==> config.mk <==
export PLATFORM = sky130hd
export DESIGN_NAME = ethernet_rx_mmio_reader
export DESIGN_NICKNAME = d
export VERILOG_FILES = /design/src/rtl/eth_mmio_pkg.sv /design/src/rtl/eth_poll_timer.sv /design/src/rtl/ethernet_rx_mmio_reader.sv
export SDC_FILE = /design/constraint.sdc
export NUM_CORES = 1
export LEC_CHECK = 0
export CORE_ASPECT_RATIO = 0.6
export CORE_MARGIN = 3
export CORE_UTILIZATION = 46
export CTS_CLUSTER_SIZE = 20
export DETAILED_ROUTE_END_ITERATION = 6
export GPL_ROUTABILITY_DRIVEN = 1
export PLACE_DENSITY = 0.81
export SLEW_MARGIN = 20
export SYNTH_ARGS = -nofsm -noshare
export SYNTH_HDL_FRONTEND = slang
export SYNTH_HIERARCHICAL = 1
export SYNTH_SLANG_ARGS = --single-unit
==> constraint.sdc <==
create_clock -name clk_i -period 3.5 [get_ports clk_i]
set_clock_uncertainty 0.1 [all_clocks]
set_input_delay 0.525 -clock clk_i [delete_from_list [all_inputs] [get_ports clk_i]]
set_output_delay 0.525 -clock clk_i [all_outputs]
set_load 0.005 [all_outputs]
==> src/rtl/eth_mmio_pkg.sv <==
// rtl/eth_mmio_pkg.sv - shared constants, state type and keep helper for the Ethernet RX MMIO reader
package eth_mmio_pkg;

    localparam logic [13:0] ETH_RX_BUF_BASE = 14'h0000;
    localparam logic [13:0] ETH_RX_SLOT     = 14'h1000;
    localparam logic [13:0] ETH_RX_LEN      = 14'h1004;
    localparam logic [13:0] ETH_RX_PEND     = 14'h1010;
    localparam logic [13:0] ETH_RX_EN       = 14'h1014;
    localparam logic [13:0] ETH_TX_START    = 14'h1018;
    localparam logic [13:0] ETH_TX_READY    = 14'h101C;
    localparam logic [13:0] ETH_TX_LEN      = 14'h1028;
    localparam logic [13:0] ETH_TX_PEND     = 14'h1030;

    // Every access is a full 32-bit word: log2(4 bytes).
    localparam logic [1:0] ETH_OP_SIZE_WORD = 2'd2;

    typedef enum logic [3:0] {
        ST_IDLE,
        ST_POLL,
        ST_POLL_WAIT,
        ST_LEN,
        ST_LEN_WAIT,
        ST_RD,
        ST_RD_WAIT,
        ST_OUT,
        ST_ACK
    } eth_rx_state_e;

    // Byte mask of the final word given the two low bits of the packet length.
    function automatic logic [3:0] last_word_keep(input logic [1:0] tail);
        return (tail == 2'd0) ? 4'hF : ((4'h1 << tail) - 4'h1);
    endfunction

endpackage

==> src/rtl/eth_poll_timer.sv <==
// rtl/eth_poll_timer.sv - idle counter producing a terminal-count pulse every interval_p enabled cycles
module eth_poll_timer #(
    parameter int interval_p = 16
) (
    input  logic clk_i,
    input  logic reset_n_i,
    input  logic en_i,
    input  logic clear_i,
    output logic tc_o
);

    localparam int cnt_w_lp = $clog2(interval_p + 1);
    localparam logic [cnt_w_lp-1:0] last_lp = cnt_w_lp'(interval_p - 1);

    logic [cnt_w_lp-1:0] count_q;

    assign tc_o = en_i && !clear_i && (count_q == last_lp);

    // Count enabled cycles; restart on clear or when the interval elapses, hold while disabled.
    always_ff @(posedge clk_i or negedge reset_n_i) begin
        if (!reset_n_i) begin
            count_q <= '0;
        end else if (clear_i || tc_o) begin
            count_q <= '0;
        end else if (en_i) begin
            count_q <= count_q + 1'b1;
        end
    end

endmodule

==> src/rtl/ethernet_rx_mmio_reader.sv <==
// rtl/ethernet_rx_mmio_reader.sv - MMIO initiator that drains RX packets from the Ethernet control unit onto a stream
module ethernet_rx_mmio_reader
    import eth_mmio_pkg::*;
#(
    parameter int eth_mtu_p       = 2048,
    parameter int data_width_p    = 32,
    parameter int poll_interval_p = 16
) (
    input  logic                    clk_i,
    input  logic                    reset_n_i,
    input  logic                    en_i,
    output logic [13:0]             addr_o,
    output logic                    read_en_o,
    output logic                    write_en_o,
    output logic [1:0]              op_size_o,
    output logic [data_width_p-1:0] write_data_o,
    input  logic [data_width_p-1:0] read_data_i,
    input  logic                    io_decode_error_i,
    output logic [data_width_p-1:0] data_o,
    output logic [3:0]              keep_o,
    output logic                    last_o,
    output logic                    v_o,
    input  logic                    ready_i,
    output logic [11:0]             pkt_len_o,
    output logic                    oversize_o,
    output logic                    error_o,
    output logic                    busy_o
);

    eth_rx_state_e state_q, state_d;

    logic [8:0]              word_idx_q;
    logic [11:0]             len_q;
    logic [data_width_p-1:0] data_q;
    logic                    oversize_q;
    logic                    error_q;
    logic                    poll_tc;
    logic                    decode_err;
    logic                    handshake;
    logic                    last_word;
    logic                    len_oversize;
    logic [12:0]             words_m1;

    eth_poll_timer #(
        .interval_p (poll_interval_p)
    ) u_poll_timer (
        .clk_i     (clk_i),
        .reset_n_i (reset_n_i),
        .en_i      (en_i),
        .clear_i   (state_q != ST_IDLE),
        .tc_o      (poll_tc)
    );

    // Index of the final word: ceil(len/4)-1, computed wide so a 2048-byte packet never wraps.
    assign words_m1     = ((13'(len_q) + 13'd3) >> 2) - 13'd1;
    assign last_word    = ({4'd0, word_idx_q} == words_m1);
    assign decode_err   = io_decode_error_i && (read_en_o || write_en_o);
    assign handshake    = (state_q == ST_OUT) && ready_i;
    assign len_oversize = ({1'b0, read_data_i[11:0]} > 13'(eth_mtu_p));

    // State register.
    always_ff @(posedge clk_i or negedge reset_n_i) begin
        if (!reset_n_i) begin
            state_q <= ST_IDLE;
        end else begin
            state_q <= state_d;
        end
    end

    // Next-state logic; a decode error on any strobe abandons the packet without an ack.
    always_comb begin
        state_d = state_q;
        case (state_q)
            ST_IDLE:      if (poll_tc) state_d = ST_POLL;
            ST_POLL:      state_d = decode_err ? ST_IDLE : ST_POLL_WAIT;
            ST_POLL_WAIT: state_d = read_data_i[0] ? ST_LEN : ST_IDLE;
            ST_LEN:       state_d = decode_err ? ST_IDLE : ST_LEN_WAIT;
            ST_LEN_WAIT: begin
                if (read_data_i[11:0] == 12'd0 || len_oversize) state_d = ST_ACK;
                else                                            state_d = ST_RD;
            end
            ST_RD:        state_d = decode_err ? ST_IDLE : ST_RD_WAIT;
            ST_RD_WAIT:   state_d = ST_OUT;
            ST_OUT:       if (handshake) state_d = last_word ? ST_ACK : ST_RD;
            ST_ACK:       state_d = ST_IDLE;
            default:      state_d = ST_IDLE;
        endcase
    end

    // Packet datapath: length, word index, captured word and sticky status flags.
    always_ff @(posedge clk_i or negedge reset_n_i) begin
        if (!reset_n_i) begin
            word_idx_q <= '0;
            len_q      <= '0;
            data_q     <= '0;
            oversize_q <= 1'b0;
            error_q    <= 1'b0;
        end else begin
            if (state_q == ST_LEN_WAIT) begin
                len_q      <= read_data_i[11:0];
                word_idx_q <= '0;
                if (len_oversize) oversize_q <= 1'b1;
            end
            if (state_q == ST_RD_WAIT) data_q <= read_data_i;
            if (handshake && !last_word) word_idx_q <= word_idx_q + 9'd1;
            if (decode_err) error_q <= 1'b1;
        end
    end

    // Output decode: strobes and address follow the state, stream qualifiers only in OUT.
    always_comb begin
        read_en_o    = 1'b0;
        write_en_o   = 1'b0;
        addr_o       = 14'h0000;
        write_data_o = '0;
        v_o          = 1'b0;
        keep_o       = 4'h0;
        last_o       = 1'b0;
        case (state_q)
            ST_POLL: begin
                read_en_o = 1'b1;
                addr_o    = ETH_RX_PEND;
            end
            ST_LEN: begin
                read_en_o = 1'b1;
                addr_o    = ETH_RX_LEN;
            end
            ST_RD: begin
                read_en_o = 1'b1;
                addr_o    = ETH_RX_BUF_BASE + {3'b000, word_idx_q, 2'b00};
            end
            ST_OUT: begin
                v_o    = 1'b1;
                last_o = last_word;
                keep_o = last_word ? last_word_keep(len_q[1:0]) : 4'hF;
            end
            ST_ACK: begin
                write_en_o   = 1'b1;
                addr_o       = ETH_RX_PEND;
                write_data_o = data_width_p'(1);
            end
            default: ;
        endcase
    end

    assign busy_o     = (state_q != ST_IDLE);
    assign op_size_o  = ETH_OP_SIZE_WORD;
    assign data_o     = data_q;
    assign pkt_len_o  = len_q;
    assign oversize_o = oversize_q;
    assign error_o    = error_q;

endmodule

Word level (Yosys, flattened, before mapping)
Index checks and enable logic that the tools add are counted.

cells by class
  reduce and logical (&&, ||, !) cells = 20
  mux-type cells = 22
  add/sub/neg operators = 5
  shifts and indexed selects = 1
  equal/unequal tests = 12
  magnitude comparators = 1

operator list
  operator                                                count
  case mux 13 bit (3 select lines)                        1
  case mux 4 bit (8 select lines)                         1
  2-to-1 mux 4 bit                                        7
  2-to-1 mux 9 bit                                        2
  equality test 4 x 3 -> 1 bit (second input constant)    4
  adder 12 x 2 -> 13 bit (second input constant)          1
  equality test 9 x 13 -> 1 bit                           1
  greater-than comparator 12 bit (second input constant)  1
  zero test 12 bit                                        1
  subtractor 11 x 1 -> 12 bit (second input constant)     1
  2-to-1 mux 5 bit                                        2
  adder 9 x 1 -> 9 bit (second input constant)            1
  equality test 4 x 2 -> 1 bit (second input constant)    2
  2-to-1 mux 3 bit                                        2
  adder 5 x 1 -> 5 bit (second input constant)            1
  equality test 5 x 4 -> 1 bit (second input constant)    1
  logical AND 1 bit                                       5
  2-to-1 mux 1 bit                                        5
  equality test 4 x 1 -> 1 bit (second input constant)    1
  equality test 4 bit (second input constant)             1
  zero test 4 bit                                         1
  2-to-1 mux 2 bit                                        2
  AND reduction 2 bit                                     2
  nonzero test 2 bit                                      2
  10 further kinds                                        13

word-level totals
  input port bits = 37
  output and inout bits = 103
  logic and storage cells = 68
  flip-flop bits (word level) = 64

Logic depth before layout (Yosys ltp)
Gate-level depths: netlist of run 1.

  word-level depth = 7
  depth in mapped cells = 12
  mapped depth without buffers = 10

Hierarchy
The synthesis of run 1 kept the hierarchy.

modules (own cells, without submodules)
  module                   area each (um2)  cells each  sequential area each (um2)  instances
  ethernet_rx_mmio_reader  3783.6           405         1476.4                      1
  eth_poll_timer           272.8            29          125.1                       1

Least setup slack after synthesis of run 1
No wires, ideal clock.

  path kind = register to output
  from = reg len_q[0], in the netlist pkt_len_o[0]
  to = out keep_o[1]
  path buffers = 2
  data arrival time = 2.488 ns
  required time = 2.875 ns
  stages on the path, launching flop included = 13
  setup slack = 0.387 ns
  path through = dfrtp_1 -> inv_1 -> ha_1 -> and3b_1 -> buf_6 -> and3_4 -> o221a_4 -> a22oi_1 -> o22ai_1 -> or3_1 -> clkbuf_1 -> nor2_1 -> a21oi_1

between the ends
  cells in the longest elaborated chain, start to end = 5
  elaborated cells on any way between the ends = 9
  classes of those cells = add/sub (3); eq/ne (1); shift (1); mux (3); reduce/logical (1)

ends and longest elaborated chain
  element                                                                          line                                               RTL
  from (decl)                                                                      ethernet_rx_mmio_reader.sv:33                      logic [11:0] len_q;
  from (signal assigned)                                                           ethernet_rx_mmio_reader.sv:100                     len_q <= read_data_i[11:0];
  adder 12 x 2 -> 13 bit / left shift 1 x 2 -> 4 bit (equally long branches)       ethernet_rx_mmio_reader.sv:55, eth_mmio_pkg.sv:31
  subtractor 11 x 1 -> 12 bit / subtractor 4 x 1 -> 4 bit (equally long branches)  ethernet_rx_mmio_reader.sv:55, eth_mmio_pkg.sv:31
  equality test 9 x 13 -> 1 bit / 2-to-1 mux 4 bit (equally long branches)         ethernet_rx_mmio_reader.sv:56, eth_mmio_pkg.sv:31
  2-to-1 mux 4 bit (*)                                                             ethernet_rx_mmio_reader.sv:135                     keep_o = last_word ? last_word_keep(len_q[1:0]) : 4'hF;
  2-to-1 mux 4 bit (*)                                                             ethernet_rx_mmio_reader.sv:119                     case (state_q)
  to (decl)                                                                        ethernet_rx_mmio_reader.sv:20                      output logic [3:0] keep_o,

Every way passes the cells marked *; elsewhere a longest branch is shown, timed or not.

Worst setup path after layout of run 1
  from = reg len_q[1], in the netlist pkt_len_o[1]
  to = out keep_o[1]

The elaborated chain is that of the path after synthesis.

==> flow_metrics.tcl, run 1 <==
set metrics [dict create \
    layout_common_cells "clkdlybuf4s50_1 (97), dfrtp_1 (63), nand2_1 (52), conb_1 (37), buf_4 (34)" \
    stdcell_count 672 \
    port_buffers 102 \
    cts_made_buffers 9 \
    relSlewSlack 0.380 \
    grtUsageTotal 0.225 \
    clock.fmax_mhz 286 \
    reg2reg_slack_ps 490 \
    hold_ws_ps 35.4 \
    max-cap-violations 0 \
    num_vias 3552 \
    dp_hpwl_mm 8.41 \
    final_cell_area_sq_um 5630 \
    postSynthAreaPerCell_sq_um 9.35 \
    syn_inst 434 \
    grt_pass1_vias 3444 \
    netlist.top_cell.by_area "dfrtp_1" \
    synthesis.area_sq_um 4060 \
    start_util 0.493 \
    clk_latency_ps 330 \
    final-max-slew-violation-count 0 \
    worst-path-max-fanout 5 \
    antenna_found_initial 0 \
    synthTopCellsByArea "dfrtp_1 (39%), mux2_2 (8.9%), buf_4 (7.4%)" \
    dieWidth_um 127 \
    place_area_sq_um 5160 \
    ys_seq_area_frac 0.395 \
    dieArea_sq_um 10000 \
    grt_pass1_wl_mm 17.8 \
    startpoint "pkt_len_o[1]$_DFFE_PN0N_" \
    worstPathRequired_ps 2870 \
    drtIter0Drc 313 \
    period_minus_slack_ps 3490 \
    finalHoldViolCount 0 \
    hold_path_class "input port to async pin" \
    cts_root_buf "clkbuf_16" \
    io_pins 140 \
    std_cell_rows 25 \
    wl_per_cell_um 16.3 \
    dp_slack_ps -72.2 \
    rsz0062_at_grt "yes" \
    synthArstFlopShare 1.00 \
    yosysUniqueCellTypes 59 \
    p_per_area_nw_per_um2 870 \
    worst-r2r-cell-count 12 \
    fin_util 0.685 \
    vias_per_cell 5.29 \
    worst_slack_ps 5.95 \
    firstDrtPassIters 6 \
    cts.sinks 64 \
    clk_pin_slew_ps 50 \
    core-area_sq_um 8230 \
    seq_area_sq_um 1600 \
    tritoncts "done" \
    syn_to_final_growth_pct 38.9 \
    mostFrequentLayoutCell "clkdlybuf4s50_1" \
    synth_flop_cell "dfrtp_1" \
    total_leakage_power_uw 0.00244 \
    final_antenna_net_count 0 \
    post-place-cells 647 \
    startpoint_type "flip-flop" \
    yosys_warnings 6 \
    final-setup-viol-count 0 \
    r2r_start "pkt_len_o[1]$_DFFE_PN0N_" \
    crit_end "keep_o[1]" \
    period_share 0.998 \
    place_congestion 0.954 \
    synth_top_area_share 0.395 \
    path_class "flip-flop to primary output" \
    ys_ff_latch 64 \
    drive_gt1_frac 0.211 \
    status "finished clean" \
    grt-ovfl-total 0 \
    crit_arrival_ps 2870 \
    route.detailed.drc 0 \
    r2r_end "state_q[2]$_DFFE_PN0P_" \
    cts_max_path_buffers 2 \
    fill_cells 608 \
    irDropWorstVdd_mv 0.453 \
    ctsHtreeMaxLevel 3 \
    worst_pin_slew_ps 922 \
    synth_edf_count 0 \
    die_height_um 78.7 \
    drt-total-wl_mm 11.0 \
    grt_max_degree 47 \
    multi_input_area_sq_um 2230 \
    end_kind "primary output" \
    diodes 0 \
    final_net_count 603 \
]
-- routing by layer --
layer,part of all wire,track usage,wire length (um),vias to the layer above
li1,-,-,-,1677
met1,0.46,0.319,5020,1709
met2,0.46,0.342,5020,154
met3,0.075,0.0692,820,12
met4,0.011,0.0439,116,0
met5,0,0,0,-
-- logic make-up after synthesis --
family                     Yosys count  synth area share
DFF                                 64             0.395
muxes                               37             0.101
and+or+nand+nor                    155             0.193
xor gates and xnor gates            31            0.0669
AOI/OAI and AO/OA                   64             0.109
buffers and inverters               74             0.111
adders and majority gates            7            0.0216
other                                2           0.00185
-- worst min path at each step --
stage | cells past startpoint | slack, ps | to | startpoint
final | 1 | 40 | u_poll_timer/count_q[4]$_DFFE_PN0P_ | reset_n_i
after global routing | 1 | 60 | u_poll_timer/count_q[4]$_DFFE_PN0P_ | reset_n_i
after CTS | 1 | 40 | u_poll_timer/count_q[4]$_DFFE_PN0P_ | reset_n_i
after detailed placement | 1 | 350 | error_o$_DFFE_PN0P_ | error_o$_DFFE_PN0P_
after global placement | 1 | 350 | error_o$_DFFE_PN0P_ | error_o$_DFFE_PN0P_
after floorplan | 0 | 130 | data_o[0]$_DFFE_PN0P_ | reset_n_i
-- state kept, by name, summed over array words and instances, names as in the netlist --
name and cells:
data_o 32, error_o 1, oversize_o 1, pkt_len_o 12, state_q 4, u_poll_timer/count_q 5
word_idx_q 9
-- critical path: stages (launching register included) --
cell	delay, ps
dfrtp_1	390
inv_2	90
ha_4	170
buf_4	130
xor2_1	220
ha_2	260
xnor2_1	140
xnor2_1	140
nand4_1	150
buf_4	160
or3_4	340
nor2_4	130
a21oi_1	90
buf_2	140
-- final cells by class --
cell class                      instances  share of cell area
Multi-Input combinational cell        331               0.396
Sequential cell                        64               0.285
Timing Repair Buffer                  139               0.229
Clock buffer                           11              0.0431
Tap cell                              108              0.0240
Clock inverter                          5              0.0142
Inverter                               14             0.00933
-- report_power, final --
part,internal [uW],switching (uW),total [uW]
Clock,641,324,965
Sequential,1050,355,1400
Combinational,1390,1150,2540
-- through the flow --
step                      setup TNS [ps]  power [uW]
after floorplan                        0        2650
after global placement                 0        3650
after detailed placement            -186        3740
after CTS                          -2.32        4870
after global routing                -298        5220
final                                  0        4900
-- repair_timing --
item	CTS	global route
resized for setup	34	4
hold endpoints to repair	0	0
hold buffers	0	0
endpoints found under the setup margin	4	4
setup buffers	7	2
pin swaps	14	3
-- synth_stat cells (7+ instances only) --
cell / n
nor3_1: 10
nand2_1: 52
nand3_1: 17
buf_4: 40
nor4_1: 9
ha_1: 7
clkbuf_1: 12
dfrtp_1: 64
nor2_1: 26
xnor2_1: 19
inv_1: 12
mux2_2: 32
o21ai_0: 12
xor2_1: 12
and2_1: 9
a21oi_1: 16
(Power assumes the default switching activity.)
==> inputs of run 2 (changes only) <==
--- a/config.mk
+++ b/config.mk
@@ -5,6 +5,7 @@
 export SDC_FILE = /design/constraint.sdc
 export NUM_CORES = 1
 export LEC_CHECK = 0
+export CAP_MARGIN = 20
 export CORE_ASPECT_RATIO = 0.6
 export CORE_MARGIN = 3
 export CORE_UTILIZATION = 46
==> results of run 2 <==
Final layout, timing and power as in run 1 (identical DEF).
